--- src/rtl/corr_pkg.sv ---
// Shared types and constants for the correlator bank reader.
package corr_pkg;

  typedef enum logic [2:0] {
    IDLE,
    RST_CMD,
    ARM,
    SETUP,
    SAMPLE,
    HDR,
    DATA,
    CSUM
  } state_e;

  localparam logic [7:0]  HDR_BYTE = 8'hA5;
  localparam logic [7:0]  RST_ADDR = 8'hFF;
  localparam int unsigned N_CORR   = 8;
  localparam int unsigned N_BYTES  = 16;
  localparam int unsigned IDX_W    = $clog2(N_BYTES);
  localparam int unsigned K_W      = $clog2(N_CORR);

  // Read index i = 2k + b maps to {0000, k, b}; the top nibble stays clear so 0xFF is unreachable.
  function automatic logic [7:0] corr_addr(input logic [IDX_W-1:0] idx);
    logic [K_W-1:0] k;
    logic           b;
    k = idx[IDX_W-1:1];
    b = idx[0];
    return {4'b0000, k, b};
  endfunction

endpackage

--- src/rtl/corr_reader.sv ---
// Resets the correlator bank, waits out the capture window, reads 16 bytes and
// streams them as header + data + XOR checksum over a valid/ready interface.
module corr_reader
  import corr_pkg::*;
#(
  parameter int unsigned WAIT_CYCLES = 2056,
  parameter int unsigned RST_CYCLES  = 2,
  parameter int unsigned READ_WAIT   = 2
) (
  input  logic       clk,
  input  logic       rst_n,
  input  logic       start,
  input  logic       continuous,
  output logic [7:0] addr_out,
  output logic       cs,
  output logic       oe,
  output logic       we,
  input  logic [7:0] data_in,
  output logic [7:0] tx_data,
  output logic       tx_valid,
  input  logic       tx_ready,
  output logic       busy,
  output logic       done
);

  localparam int unsigned RW_EFF   = (READ_WAIT < 1) ? 1 : READ_WAIT;
  localparam int unsigned RST_EFF  = (RST_CYCLES < 1) ? 1 : RST_CYCLES;
  localparam int unsigned WAIT_EFF = (WAIT_CYCLES < 1) ? 1 : WAIT_CYCLES;
  localparam int unsigned MAX_A    = (WAIT_EFF > RST_EFF) ? WAIT_EFF : RST_EFF;
  localparam int unsigned CNT_MAX  = (MAX_A > RW_EFF) ? MAX_A : RW_EFF;
  localparam int unsigned CNT_W    = (CNT_MAX < 2) ? 1 : $clog2(CNT_MAX);

  state_e             state_q, state_d;
  logic [CNT_W-1:0]   cnt_q, cnt_d;
  logic [IDX_W-1:0]   idx_q, idx_d;
  logic [7:0]         csum_q, csum_d;
  logic [7:0]         addr_q, addr_d;
  logic               rd_en_q, rd_en_d;
  logic [7:0]         tx_data_q, tx_data_d;
  logic               tx_valid_q, tx_valid_d;
  logic               busy_q, busy_d;
  logic               done_q, done_d;
  logic               mem_we;
  logic [7:0]         mem_q [N_BYTES];

  logic               hs;
  logic               last_idx;

  assign hs       = tx_valid_q && tx_ready;
  assign last_idx = (idx_q == IDX_W'(N_BYTES - 1));

  // Next state, counters and registered-output targets.
  always_comb begin
    state_d    = state_q;
    cnt_d      = cnt_q;
    idx_d      = idx_q;
    csum_d     = csum_q;
    mem_we     = 1'b0;
    done_d     = 1'b0;
    addr_d     = 8'h00;
    rd_en_d    = 1'b0;
    tx_valid_d = 1'b0;
    tx_data_d  = 8'h00;
    busy_d     = 1'b0;

    case (state_q)
      IDLE: begin
        // A start coinciding with the done pulse belongs to the frame just finished.
        if (continuous || (start && !done_q)) begin
          state_d = RST_CMD;
          cnt_d   = '0;
        end
      end
      RST_CMD: begin
        if (cnt_q == CNT_W'(RST_EFF - 1)) begin
          state_d = ARM;
          cnt_d   = '0;
        end else begin
          cnt_d = cnt_q + CNT_W'(1);
        end
      end
      ARM: begin
        if (cnt_q == CNT_W'(WAIT_EFF - 1)) begin
          state_d = SETUP;
          cnt_d   = '0;
          idx_d   = '0;
          csum_d  = 8'h00;
        end else begin
          cnt_d = cnt_q + CNT_W'(1);
        end
      end
      SETUP: begin
        if (cnt_q == CNT_W'(RW_EFF - 1)) begin
          state_d = SAMPLE;
          cnt_d   = '0;
        end else begin
          cnt_d = cnt_q + CNT_W'(1);
        end
      end
      SAMPLE: begin
        mem_we = 1'b1;
        csum_d = csum_q ^ data_in;
        if (last_idx) begin
          state_d = HDR;
          idx_d   = '0;
        end else begin
          state_d = SETUP;
          idx_d   = idx_q + IDX_W'(1);
        end
      end
      HDR: begin
        if (hs) begin
          state_d = DATA;
          idx_d   = '0;
        end
      end
      DATA: begin
        if (hs) begin
          if (last_idx) begin
            state_d = CSUM;
          end else begin
            idx_d = idx_q + IDX_W'(1);
          end
        end
      end
      CSUM: begin
        if (hs) begin
          done_d  = 1'b1;
          cnt_d   = '0;
          state_d = continuous ? RST_CMD : IDLE;
        end
      end
      default: state_d = IDLE;
    endcase

    busy_d = (state_d != IDLE);
    case (state_d)
      RST_CMD: addr_d = RST_ADDR;
      SETUP, SAMPLE: begin
        addr_d  = corr_addr(idx_d);
        rd_en_d = 1'b1;
      end
      HDR: begin
        tx_valid_d = 1'b1;
        tx_data_d  = HDR_BYTE;
      end
      DATA: begin
        tx_valid_d = 1'b1;
        tx_data_d  = mem_q[idx_d];
      end
      CSUM: begin
        tx_valid_d = 1'b1;
        tx_data_d  = csum_d;
      end
      default: ;
    endcase
  end

  always_ff @(posedge clk or negedge rst_n) begin
    if (!rst_n) begin
      state_q    <= IDLE;
      cnt_q      <= '0;
      idx_q      <= '0;
      csum_q     <= 8'h00;
      addr_q     <= 8'h00;
      rd_en_q    <= 1'b0;
      tx_data_q  <= 8'h00;
      tx_valid_q <= 1'b0;
      busy_q     <= 1'b0;
      done_q     <= 1'b0;
    end else begin
      state_q    <= state_d;
      cnt_q      <= cnt_d;
      idx_q      <= idx_d;
      csum_q     <= csum_d;
      addr_q     <= addr_d;
      rd_en_q    <= rd_en_d;
      tx_data_q  <= tx_data_d;
      tx_valid_q <= tx_valid_d;
      busy_q     <= busy_d;
      done_q     <= done_d;
    end
  end

  // Sample buffer has no reset; it is always fully rewritten before being streamed.
  always_ff @(posedge clk) begin
    if (mem_we) begin
      mem_q[idx_q] <= data_in;
    end
  end

  assign addr_out = addr_q;
  assign cs       = rd_en_q;
  assign oe       = rd_en_q;
  assign we       = 1'b0;
  assign tx_data  = tx_data_q;
  assign tx_valid = tx_valid_q;
  assign busy     = busy_q;
  assign done     = done_q;

endmodule

--- config.mk ---
export PLATFORM = sky130hd
export DESIGN_NAME = corr_reader
export DESIGN_NICKNAME = d
export VERILOG_FILES = /design/src/rtl/corr_pkg.sv /design/src/rtl/corr_reader.sv
export SDC_FILE = /design/constraint.sdc
export NUM_CORES = 1
export LEC_CHECK = 0
export ABC_CLOCK_PERIOD_IN_PS = 3400
export CAP_MARGIN = 30
export CORE_ASPECT_RATIO = 1.2
export CORE_MARGIN = 5
export CORE_UTILIZATION = 30
export CTS_BUF_LIST = sky130_fd_sc_hd__clkbuf_16
export DETAILED_ROUTE_END_ITERATION = 12
export GPL_ROUTABILITY_DRIVEN = 0
export SETUP_SLACK_MARGIN = 0.1
export SLEW_MARGIN = 20
export SYNTH_ARGS = -nofsm -noshare
export SYNTH_HDL_FRONTEND = slang
export SYNTH_SLANG_ARGS = --single-unit
--- constraint.sdc ---
create_clock -name clk -period 3.4 [get_ports clk]
set_input_delay 0.85 -clock clk [delete_from_list [all_inputs] [get_ports clk]]
set_output_delay 0.85 -clock clk [all_outputs]
set_load 0.05 [all_outputs]
**Yosys cells after proc, flatten, opt, wreduce, memory -nomap -nowiden**

Memory sizes are Yosys's and may differ from the RTL's.
Cells that the tools add are included.

- Flip-flop bits (word level): 47
- Input port bits: 13
- Logic and storage cells: 76
- Bits in writable memories: 128
- Memories kept: 1
- Output and inout bits: 22

- Equality and inequality tests: 18
- Bitwise gates (word level): 1
- Reduce and logical (&&, ||, !) cells: 11
- $add $sub $neg: 2
- Muxes and demuxes: 33

Memories:

| memory | words | bits a word | read ports | clocked after memory_dff | wr ports | line | text |
|---|---|---|---|---|---|---|---|
| mem_q | 16 | 8 | 1 | 0 | 1 | corr_reader.sv:44 | `logic [7:0] mem_q [N_BYTES];` |

Operators by type and width:

| operator | count |
|---|---|
| 12-bit 2-to-1 mux | 4 |
| 12-bit one-hot mux with 4 select lines | 1 |
| 8-bit one-hot mux with 2 select lines | 2 |
| 3-bit 2-to-1 mux | 9 |
| 3-bit equality test, second input constant | 8 |
| 3-bit one-hot mux with 8 select lines | 1 |
| 8-bit one-hot mux with 3 select lines | 1 |
| 4-bit 2-to-1 mux | 5 |
| 4-bit one-hot mux with 4 select lines | 1 |
| 12-bit by 1-bit adder with 12-bit output, second input constant | 1 |
| 12-bit by 1-bit equality test with 1-bit output, second input constant | 1 |
| 12-bit equality test, second input constant | 1 |
| 3-bit by 2-bit equality test with 1-bit output, second input constant | 3 |
| 1-bit 2-to-1 mux | 8 |
| 8-bit 2-to-1 mux | 1 |
| 8-bit bitwise XOR | 1 |
| 3-bit by 1-bit equality test with 1-bit output, second input constant | 2 |
| 4-bit by 1-bit adder with 4-bit output, second input constant | 1 |
| 4-bit equality test, second input constant | 1 |
| 2-bit inequality test, second input constant | 2 |
| 4-bit nonzero test | 1 |
| 2-bit OR reduction | 2 |
| 3-bit logical NOT | 1 |
| 3-bit AND reduction | 1 |
| other kinds (5) | 6 |

**Depth between registers and ports, before layout**

Gate-level depths: netlist of the first run.

- Depth in word-level cells: 8
- Mapped depth: 10
- Depth with buffers taken out: 10

**Worst setup path before layout of the first run**

OpenSTA, ideal clock, no wires.

- Kind: in2reg
- From: in tx_ready
- To: reg tx_data_q[3] (netlist: tx_data[3])
- Library setup time: 0.133 ns
- Setup slack: 0.664 ns
- Buffers on the path: 1
- Data required time: 3.267 ns
- Arrival time: 2.603 ns
- Cell stages on the path: 8
- Path through: nand2_1 o21ai_0 a2bb2oi_2 a21boi_4 buf_8 mux4_1 a22oi_1 o211ai_1

- Cells in the longest elaborated chain, start to end: 5
- Elaborated cells on any way between the ends: 13
- Those cells by class: eq/ne: 3; mux: 8; reduce/logical: 1; memory: 1

RTL lines:

| item | line | text |
|---|---|---|
| from (decl) | corr_reader.sv:21 | `input logic tx_ready,` |
| 1-bit logical AND (*) | corr_reader.sv:49 | `assign hs = tx_valid_q && tx_ready;` |
| 4-bit 2-to-1 mux (tied with other cells) | corr_reader.sv:118 | `if (hs) begin` |
| 4-bit one-hot mux with 4 select lines or 3-bit one-hot mux with 8 select lines (tied branches) | corr_reader.sv:66 | `case (state_q)` |
| memory read 16 x 8 bit or 3-bit equality test (tied branches) | -- |  |
| 8-bit one-hot mux with 3 select lines (*) | corr_reader.sv:137 | `case (state_d)` |
| net tx_data_d[3] | corr_reader.sv:39 | `logic [7:0] tx_data_q, tx_data_d;` |
| to (signal assigned) | corr_reader.sv:178 | `tx_data_q <= tx_data_d;` |
| to (decl) | corr_reader.sv:39 |  |

The timed path passes the listed nets; every way through them passes the cells marked *.
A chain may end at the register's enable or synchronous reset.

**Final worst setup path of the first run**

- From: in tx_ready
- To: reg tx_data_q[6] (netlist: tx_data[6])

Same word-level chain as after synthesis.

==> results list, run 1 <==
- Setup fix buffers added after clock tree synthesis: 0
- Num Clock Sinks: 172
* CP top delay family: compound AO/OA/AOI/OAI gates
* Count of unresolved DRC violations after routing: 0
* Final Routed Wirelength: 17,200 um
- Final clock period utilization by the worst path: 0.892
- Die Outline Area: 0.0277 mm2
- The die is 153 um wide.
- After floorplanning, the core was divided into 62 placement rows.
- Across all layers, the routed design uses 4,249 vias.
* Critical Path RT: 3.70 ns
- Leading cell types in the layout, fill and taps excluded: sky130_fd_sc_hd__edfxtp_1 (128), sky130_fd_sc_hd__dfrtp_1 (44), sky130_fd_sc_hd__buf_4 (37)
* Cell type with the largest total area after synthesis: sky130_fd_sc_hd__edfxtp_1
* Synthesized netlist cell count: 463
- The share of total power dissipated in the clock network is 0.274.
- Maximum number of pins on one net before global-route repair: 35
- IR drop worst, VDD: 0.324 mV
* Finished Core Util: 0.368
* Via count of the first global-routing pass: 4,496
- Wire length of the first global-routing pass: 26,900 um
* TritonCTS clock tree: built
- Data on the critical path arrives at its endpoint at 3.33 ns.
- In this run, distinct cell masters in the synthesized netlist total 57.
- Half-perimeter wire length of the detailed placement result: 11,600 um
- Initial Utilization: 0.305
- Compared with the post-synthesis result, the final layout area differs by 20.6%.
- Worst Path Class, Setup: in -> reg
- Summing all multi-input logic gate instances after layout gives 0.00220 mm2.
- Across the routed clock network, the largest skew measured is 0.0101 ns.
- Fillers: 2,268
- Critical path launch point type: primary input
- The sequential cells in the finished layout cover a total of 0.00494 mm2.
- For this block, the initial DRC count from the detailed router was 338.
- Sequential fraction of design power: 0.381
* Master cell of the clock root buffer: sky130_fd_sc_hd__clkbuf_16
- Pin placement for this block handled 35 I/O pins.
- The library cell used most frequently in the layout, excluding fill and tap cells, is sky130_fd_sc_hd__edfxtp_1.
* Number of setup violations in the final report: 0
- Cell internal power was estimated by the tool at 4430 uW.
* Area fraction of the dominant cell type after synthesis: 0.524
- Number of gates resized after CTS: 0
- Of all flip-flops after synthesis, the portion carrying an async set or reset was 0.256.
- Crit path cell chain: clkdlybuf4s50_1, nand2_1, o21ai_0, a2bb2oi_2, a21boi_4, buf_4, mux4_1, a22oi_1, o211ai_1
- 0 antenna diodes ended up in the layout.
- The share of total power dissipated in combinational logic is 0.344.
* Nature of the critical path endpoint: flip-flop
- In the synthesized netlist the dominant register cell turns out to be sky130_fd_sc_hd__edfxtp_1.
- In this run the power spent charging and discharging nets is 2380 uW.
- TritonCTS created 17 clock buffers.
* Net count of the mapped netlist: 483
- Warning count from the yosys run: 0
- The mapped netlist covers 0.00734 mm2.
* Relative slew slack: 0.527
- Of the total power, the share spent switching nets is 0.349.
* Leak pwr: 0.00313 uW
- Setup repair after global routing left no endpoint under its margin.
* Min Tclk post-route: 3.03 ns
- Initial antenna violation count: 0
* Hold violation count in the final report: 0
- The final layout contains 554 nets.
- The count of nets left with antenna violations once routing finished came out at 0.
- For the pin with the worst max-slew slack, the measured transition is 0.707 ns.
- Maximum clock insertion buffer count: 2
* Result of the run: completed
- Number of buffers and inverters on the critical path: 2
- The tool flagged a number of max-cap violations equal to 0.
- The later pin in the worst-skew pair is clocked with a latency of 0.43 ns.
- Core region area: 0.0240 mm2
- GRT overflow: 0
- In this run the worst hold path is classified as in -> async.
- Max Clock Freq: 330 MHz
* Global router's overall resource usage: 0.127
* Worst path max stage delay: 0.58 ns
- After routing the design area is 0.00886 mm2.
* CTS Hold Buffers Added: 0
- In this run the tool buffered the top-level ports with 33 buffer cells.
- Flops & latches, synth: 172
- In the final routed layout, each cell accounts on average for 19.9 um.
* Cell type of the slowest stage on the worst timing path: sky130_fd_sc_hd__clkdlybuf4s50_1
- Of the cells placed in the final design, the portion with a size suffix greater than 1 is 0.186.
- Number of cells on the critical path: 9
* Critical-path maximum fanout: 9
* Drt via density: 4.90
* Average footprint of a synthesized cell: 15.9 um2
- After clock tree synthesis, the clock-pin slew on the worst setup and hold paths is 0.07 ns.
- The share of the Yosys chip area taken by registers is 0.674.
- Placed Area: 0.00828 mm2
- Detailed-router iteration count before antenna repair: 4
* Worst r2r path cells: 10
- Power per cell area: 769 mW/mm2
* Post-synth EDFFs: 128
- The clock tree synthesis step divided the H-tree into 4 levels.
* Slew Limit Fails: 0
- The die is 181 um tall.
* Leading cell types by total area after synthesis: sky130_fd_sc_hd__edfxtp_1 (52%), sky130_fd_sc_hd__dfrtp_1 (15%), sky130_fd_sc_hd__mux4_1 (5.4%), sky130_fd_sc_hd__mux4_2 (5.2%), sky130_fd_sc_hd__nand2_1 (1.8%)
==> cells in the mapped netlist, types with 6 or more instances <==
library cell	n
sky130_fd_sc_hd__nand4_1	8
sky130_fd_sc_hd__xor2_1	11
sky130_fd_sc_hd__dfrtp_1	44
sky130_fd_sc_hd__nor2_1	36
sky130_fd_sc_hd__buf_4	6
sky130_fd_sc_hd__mux4_1	15
sky130_fd_sc_hd__inv_1	15
sky130_fd_sc_hd__nand3_1	9
sky130_fd_sc_hd__mux2i_1	8
sky130_fd_sc_hd__mux4_2	17
sky130_fd_sc_hd__buf_2	7
sky130_fd_sc_hd__o21ai_0	22
sky130_fd_sc_hd__nor3_1	9
sky130_fd_sc_hd__ha_1	7
sky130_fd_sc_hd__nand2_1	36
sky130_fd_sc_hd__edfxtp_1	128
==> power groups by stage <==
stage / logic (uW) / registers (uW) / clock network (uW)
after global routing: 2530 / 2620 / 2000
after floorplan: 1550 / 2730 / 0
after detailed placement: 2360 / 2640 / 0
after CTS: 2380 / 2600 / 1900
after global placement: 2320 / 2640 / 0
final: 2350 / 2600 / 1870
==> worst paths after layout <==
path	start	end	slack [ns]
max in group asynchronous	rst_n	addr_out[0]	2.53
min in group clk	cnt_q[1]	cnt_q[1]	0.56
worst max register to register	idx_q[0]	tx_data[6]	0.48
worst min register to register	cnt_q[1]	cnt_q[1]	0.56
worst max-delay path	tx_ready	tx_data[6]	0.37
worst min-delay path	rst_n	cnt_q[8]	0.37
==> through the flow <==
stage | std cells | setup WS [ns] | hold WS, ns | power [uW] | TNS, ns
2_1_floorplan | 463 | 0.664 | 0.497 | 4280 | 0
3_3_place_gp | 834 | 0.0108 | 0.518 | 4950 | 0
3_5_place_dp | 835 | -0.0510 | 0.551 | 5000 | -0.0999
4_1_cts | 867 | 0.393 | 0.365 | 6880 | 0
5_1_grt | 867 | 0.243 | 0.397 | 7140 | 0
6_report | 867 | 0.367 | 0.368 | 6810 | 0
==> layer usage <==
metal / global-route usage / wire length, um / vias up
met3: 0.0378 / 1060 / 25
met2: 0.217 / 8720 / 150
met1: 0.154 / 7050 / 2133
met4: 0.0446 / 401 / 0
li1: - / - / 1941
met5: 0 / 0 / -
==> cell families after synthesis <==
| group | share of synthesized area |
|---|---|
| fa+ha+maj | 0.0119 |
| simple gates | 0.0835 |
| flops | 0.674 |
| xor+xnor | 0.0155 |
| other cells | 0.000511 |
| mux | 0.118 |
| compound gates | 0.0682 |
| buf+inv | 0.0285 |
==> area by class of cell <==
class	instances	share of cell area
Inverter	17	0.00721
Sequential cell	172	0.558
Clock buffer	17	0.0480
Clock inverter	15	0.0174
Tap cell	320	0.0452
Multi-Input combinational cell	253	0.249
Timing Repair Buffer	73	0.0749
==> registers in the layout (all words and copies together), names as in the netlist <==
register / cells
cs: 1
csum_q: 8
state_q: 3
done: 1
tx_data: 8
idx_q: 4
tx_valid: 1
mem_q: 128
cnt_q: 12
busy: 1
addr_out: 5
Power figures use the tool's default switching activity.
==> run 2: changes to the inputs <==
--- a/config.mk
+++ b/config.mk
@@ -6,7 +6,6 @@
 export NUM_CORES = 1
 export LEC_CHECK = 0
 export ABC_CLOCK_PERIOD_IN_PS = 3400
-export CAP_MARGIN = 30
 export CORE_ASPECT_RATIO = 1.2
 export CORE_MARGIN = 5
 export CORE_UTILIZATION = 30
==> results list, run 2 (synthesis gave the netlist of run 1 again) <==
* Initial Utilization: 0.305
* Endpoint of the worst register-to-register path: tx_data[6]
* Via count: 4,238
- Subtracting the final worst setup slack from the clock period gives 3.00 ns.
* Max FFs per register: 128
- Via count of the first global-routing pass: 4,381
* Placed Area: 0.00826 mm2
* H-tree depth reported by CTS: 4
- 35 I/O pins were placed.
- Path category of the worst min-delay check: in -> async
* Critical-path maximum fanout: 9
- Global routing finished with a remaining overflow of 0.
- Number of buffers inserted during clock tree synthesis: 17
- In this run the power density over the cells is 776 mW/mm2.
* TritonCTS clock tree: built
* Num Clock Sinks: 172
* Iter 0 DRT Violations: 346
* Max Cap Viol: 0
- After detailed routing, the total wire length is 17,000 um.
- After clock tree synthesis, the clock-pin slew on the worst setup and hold paths is 0.07 ns.
* Vertical die dimension: 181 um
- At the pin with the least slew margin, the transition time is 0.694 ns.
- Final net count: 553
* Worst r2r path cells: 10
- Worst-case register-to-register setup slack: 0.48 ns
- Worst path arrival time: 3.30 ns
- In the routed layout, each cell is associated on average with a via count of 4.89.
- Maximum number of pins on one net before global-route repair: 45
- Hold violation count in the final report: 0
- Antenna Cells: 0
* Final Power: 6880 uW
* Row count: 62
- Post-route standard cell area excluding fillers: 0.00886 mm2
* Clock insertion delay at the later pin of the skew report: 0.43 ns
- The die covers 0.0277 mm2.
- Most frequent standard cell in the layout excluding fill and tap cells: sky130_fd_sc_hd__edfxtp_1
* Share of final-layout standard cells stronger than drive strength 1: 0.187
- Including well taps, the total number of placed cells is 834.
- Initial antenna violation count: 0
* Largest Register: mem_q
- The sequential cells in the finished layout cover a total of 0.00494 mm2.
* Nature of the critical path endpoint: flip-flop
* Maximum clock insertion buffer count: 2
- The final-report max-slew violation count was 0.
- The core region is 0.0240 mm2.
- Relative slew slack: 0.536
* Non-Filler Instances: 866
* Final clock period utilization by the worst path: 0.883
- The filler cells instantiated in the layout total 2,267.
- Number of setup violations in the final report: 0
- Data on the critical path is required at its endpoint by 3.70 ns.
* Setup fix buffers added after clock tree synthesis: 0
- After clock tree synthesis, the repair step resized 0 gates.
- Result of the run: completed
- Half-perimeter wire length of the detailed placement result: 11,400 um
- In this run the horizontal extent of the chip is 153 um.
- IR drop worst, VDD: 0.488 mV
- The largest registers in the layout are mem_q: 128 flops, cnt_q: 12 flops.
* PortBufs: 33
* FF-to-FF Start: idx_q[1]
* Detailed-router iteration count before antenna repair: 4
- Leak pwr: 0.00314 uW
- In this run the clock root is driven by a sky130_fd_sc_hd__clkbuf_16.
- Once detail routing completed, the nets flagged for antenna violations numbered 0.
- In the layout the commonest cells are sky130_fd_sc_hd__edfxtp_1 (128), sky130_fd_sc_hd__dfrtp_1 (44), sky130_fd_sc_hd__buf_4 (38).
- Hold timing on the final database bottoms out at a slack of 0.428 ns.
- Wire length of the first global-routing pass: 26,200 um
- On the final layout, the worst clock skew is 0.0115 ns.
* CTS Hold Buffers Added: 0
- The area growth from synthesis to layout is 20.7%.
- Multi-input gate area in the final layout: 0.00220 mm2
- Global router's overall resource usage: 0.125
- Dividing the detail-routed wire length by the instance count gives 19.6 um.
- Timing would allow up to 333 MHz.
- Critical path launch point type: primary input
- Worst Path Class, Setup: in -> reg
- RSZ-0062 raised after global routing: false
- After detailed routing, the number of remaining DRC violations is 0.
==> run 2: cell types whose count changed in the layout (fill, tap and decap cells not counted) <==
| cell | previous run | this run |
|---|---|---|
| sky130_fd_sc_hd__buf_12 | 3 | 2 |
| sky130_fd_sc_hd__buf_2 | 1 | 0 |
| sky130_fd_sc_hd__buf_4 | 37 | 38 |
| sky130_fd_sc_hd__bufinv_16 | 0 | 1 |
| sky130_fd_sc_hd__clkinv_1 | 1 | 0 |
| sky130_fd_sc_hd__clkinv_2 | 0 | 1 |
| sky130_fd_sc_hd__clkinv_4 | 3 | 1 |
| sky130_fd_sc_hd__clkinvlp_4 | 2 | 0 |
| sky130_fd_sc_hd__inv_6 | 3 | 7 |
| sky130_fd_sc_hd__inv_8 | 3 | 2 |
==> run 2: area by class of cell <==
| cell class | count | area share |
|---|---|---|
| clock inverter | 15 | 0.0199 |
| inverter | 17 | 0.00720 |
| sequential | 172 | 0.558 |
| timing repair buffer | 72 | 0.0729 |
| multi-input combinational | 253 | 0.249 |
| tap | 320 | 0.0452 |
| clock buffer | 17 | 0.0480 |
==> run 2: metrics by stage <==
| stage | worst slack (ns) | setup TNS [ns] | utilization |
|---|---|---|---|
| 4_1_cts | 0.419 | 0 | 0.368 |
| 2_1_floorplan | 0.664 | 0 | - |
| 3_5_place_dp | -0.0364 | -0.0640 | 0.343 |
| 3_3_place_gp | 0.0108 | 0 | 0.343 |
| 6_report | 0.399 | 0 | 0.368 |
| 5_1_grt | 0.264 | 0 | 0.368 |
==> run 2: routing by layer <==
layer	vias to the layer above	wire (um)	global-route usage
met5	-	0	0
met4	0	403	0.0414
met3	26	1050	0.0352
met2	141	8560	0.209
met1	2131	6950	0.156
li1	1940	-	-
==> run 2: how the worst max path moves through the flow <==
stage,slack [ns],to,startpoint
floorplan,0.66,tx_data[3],tx_ready
global placement,0.01,tx_data[5],tx_ready
global route,0.26,tx_data[6],tx_ready
CTS,0.42,tx_data[6],tx_ready
finish,0.40,tx_data[6],tx_ready
detailed placement,-0.04,tx_data[6],tx_ready
==> run 2: where the power goes <==
group          internal (uW)  total [uW]  switching, uW
Combinational           1040        2340           1300
Sequential              2420        2600            179
Clock                   1050        1940            888
==> run 2: worst max-delay path, stage by stage <==
cell and delay (ns):
sky130_fd_sc_hd__clkdlybuf4s50_1 0.57, sky130_fd_sc_hd__nand2_1 0.09, sky130_fd_sc_hd__o21ai_0 0.23, sky130_fd_sc_hd__a2bb2oi_2 0.13, sky130_fd_sc_hd__a21boi_4 0.27, sky130_fd_sc_hd__buf_4 0.26
sky130_fd_sc_hd__mux4_1 0.57, sky130_fd_sc_hd__a22oi_1 0.18, sky130_fd_sc_hd__o211ai_1 0.13
==> run 3: changes to the inputs <==
--- a/config.mk
+++ b/config.mk
@@ -8,10 +8,12 @@
 export ABC_CLOCK_PERIOD_IN_PS = 3400
 export CORE_ASPECT_RATIO = 1.2
 export CORE_MARGIN = 5
-export CORE_UTILIZATION = 30
+export CORE_UTILIZATION = 50
 export CTS_BUF_LIST = sky130_fd_sc_hd__clkbuf_16
 export DETAILED_ROUTE_END_ITERATION = 12
 export GPL_ROUTABILITY_DRIVEN = 0
+export HOLD_SLACK_MARGIN = 0.12
+export PLACE_DENSITY = 0.68
 export SETUP_SLACK_MARGIN = 0.1
 export SLEW_MARGIN = 20
 export SYNTH_ARGS = -nofsm -noshare
==> results list, run 3 (synthesis gave the netlist of run 1 again) <==
* Hold violation count in the final report: 0
* Finished Core Util: 0.607
* Final clock period utilization by the worst path: 0.914
* Largest Register: mem_q
* Num Clock Sinks: 172
- Max Cap Viol: 0
* Max FFs per register: 128
* Clock-pin transition on the worst setup and hold timing paths: 0.07 ns
* Final Routed Wirelength: 16,100 um
- Final Power: 6970 uW
* Maximum clock insertion buffer count: 2
* Relative slew slack: 0.629
- CTS Hold Buffers Added: 0
- Maximum number of pins on one net before global-route repair: 45
- The root buffer cell chosen for the clock tree is sky130_fd_sc_hd__clkbuf_16.
* Via count: 4,329
- Antenna Cells: 0
- Clock Skew: 0.00615 ns
* CP top delay family: buffers and inverters
* Half-perimeter wire length of the detailed placement result: 11,300 um
- Result of the run: completed
- Top Registers: mem_q: 128 flops, cnt_q: 12 flops
- Critical path launch point type: primary input
- After detailed placement, the total cell area comes to 0.00816 mm2.
- Worst setup timing slack at the placement stage: -0.106 ns
- By startpoint and endpoint, the worst setup path is classified as in -> reg.
* Crit path cell chain: clkdlybuf4s50_1, a21boi_1, nor2_1, a31oi_1, a21boi_4, buf_4, buf_12, mux4_1, mux2i_1, o211ai_1
- Worst-case register-to-register setup slack: 0.38 ns
- Number of setup violations in the final report: 0
- The worst register-to-register path has a depth of 9.
* Row count: 48
* Wire length of the first global-routing pass: 25,300 um
* Power per cell area: 797 mW/mm2
- Setup fix buffers added after clock tree synthesis: 0
- Cell type of the slowest stage on the worst timing path: sky130_fd_sc_hd__mux4_1
- The initial utilization of the core area, before any placement, comes to 0.509.
- Vertical die dimension: 143 um
- Setup slack of the critical path after layout: 0.292 ns
- At the worst endpoint, the required time is 3.68 ns.
* Worst path arrival time: 3.39 ns
- Multi-input gate area in the final layout: 0.00220 mm2
* Number of gates resized after CTS: 0
- On the final layout, the worst hold slack is 0.414 ns.
* TritonCTS clock tree: built
- Drt via density: 5.94
* Nature of the critical path endpoint: flip-flop
- The finished cells cover 0.00874 mm2.
- The via count of the first global-routing pass was 4,463.
- Max Clock Freq: 322 MHz
- Number of buffers and inverters on the critical path: 3
* Number of buffers inserted during clock tree synthesis: 17
- In this run the number of cells on the critical path is 10.
- Detailed-router iteration count before antenna repair: 5
- Fillers: 1,050
- Summed over all cells, the static leakage comes to 0.00317 uW.
* Most frequent standard cell in the layout excluding fill and tap cells: sky130_fd_sc_hd__edfxtp_1
* Final net count: 561
* Die Outline Area: 0.0172 mm2
- After floorplanning, the core was sized to cover 0.0144 mm2.
* Initial antenna violation count: 0
- RSZ-0062 raised after global routing: false
- Slew Limit Fails: 0
* Clock insertion delay at the later pin of the skew report: 0.42 ns
- Path category of the worst min-delay check: in -> async
- For this run, the total global-route usage over all layers was measured as 0.198.
- Input and output buffers added on the ports amount to 33.
- The area growth from synthesis to layout is 19.1%.
- In the layout the commonest cells are sky130_fd_sc_hd__edfxtp_1 (128), sky130_fd_sc_hd__dfrtp_1 (44), sky130_fd_sc_hd__buf_4 (44).
- The count of nets left with antenna violations once routing finished came out at 0.
- After detailed routing, the average wire length per cell comes to 22.0 um.
- The H-tree was split into 4 levels.
* IR drop worst, VDD: 0.351 mV
* Iter 0 DRT Violations: 432
- Combined flip-flop and latch cell area: 0.00494 mm2
- In this design, the stage delay of the slowest critical-path cell is 0.54 ns.
- 35 I/O pins were placed.
- Critical-path maximum fanout: 6
* Min Tclk post-route: 3.11 ns
* Share of final-layout standard cells stronger than drive strength 1: 0.199
* Die Width: 121 um
- Transition time of the tightest slew-check pin: 0.542 ns
- GRT overflow: 0
- Count of unresolved DRC violations after routing: 0
-- run 3: changes by cell type in the layout (fill, tap and decap cells not counted), sizes merged --
cell and delta:
buf +8, bufinv -1, clkinv +4, inv -4, clkinvlp +1
-- run 3: power breakdown --
part / total (uW) / switching [uW] / internal, uW
Combinational: 2540 / 1370 / 1170
Clock: 1850 / 870 / 976
Sequential: 2590 / 170 / 2420
Total: 6970 / 2410 / 4560
-- run 3: final cells by class --
cell class | count | area share
flip-flops and latches | 172 | 0.566
multi-input cells | 253 | 0.252
repair buffers | 80 | 0.0836
clock buffers | 17 | 0.0487
well taps | 175 | 0.0250
clock inverters | 15 | 0.0177
inverters | 17 | 0.00730
-- run 3: through the flow --
| stage | TNS, ns | instances |
|---|---|---|
| after detailed placement | -0.401 | 697 |
| after global placement | -0.0980 | 697 |
| final | 0 | 729 |
| after global routing | 0 | 729 |
| after CTS | 0 | 729 |
| after floorplan | 0 | 463 |
-- run 3: worst paths after layout --
check                             end      from
hold reg to reg              cnt_q[1]  cnt_q[1]
hold / removal             state_q[0]     rst_n
setup reg to reg           tx_data[1]  cnt_q[7]
min in group clk             cnt_q[1]  cnt_q[1]
max in group asynchronous    idx_q[2]     rst_n
setup / recovery           tx_data[1]  tx_ready
-- run 3: metal layers --
metal,wire length (um),up-vias,GRT usage
li1,-,1951,-
met1,6460,2213,0.247
met2,8460,139,0.348
met3,654,26,0.0317
met4,483,0,0.0794
met5,0,-,0
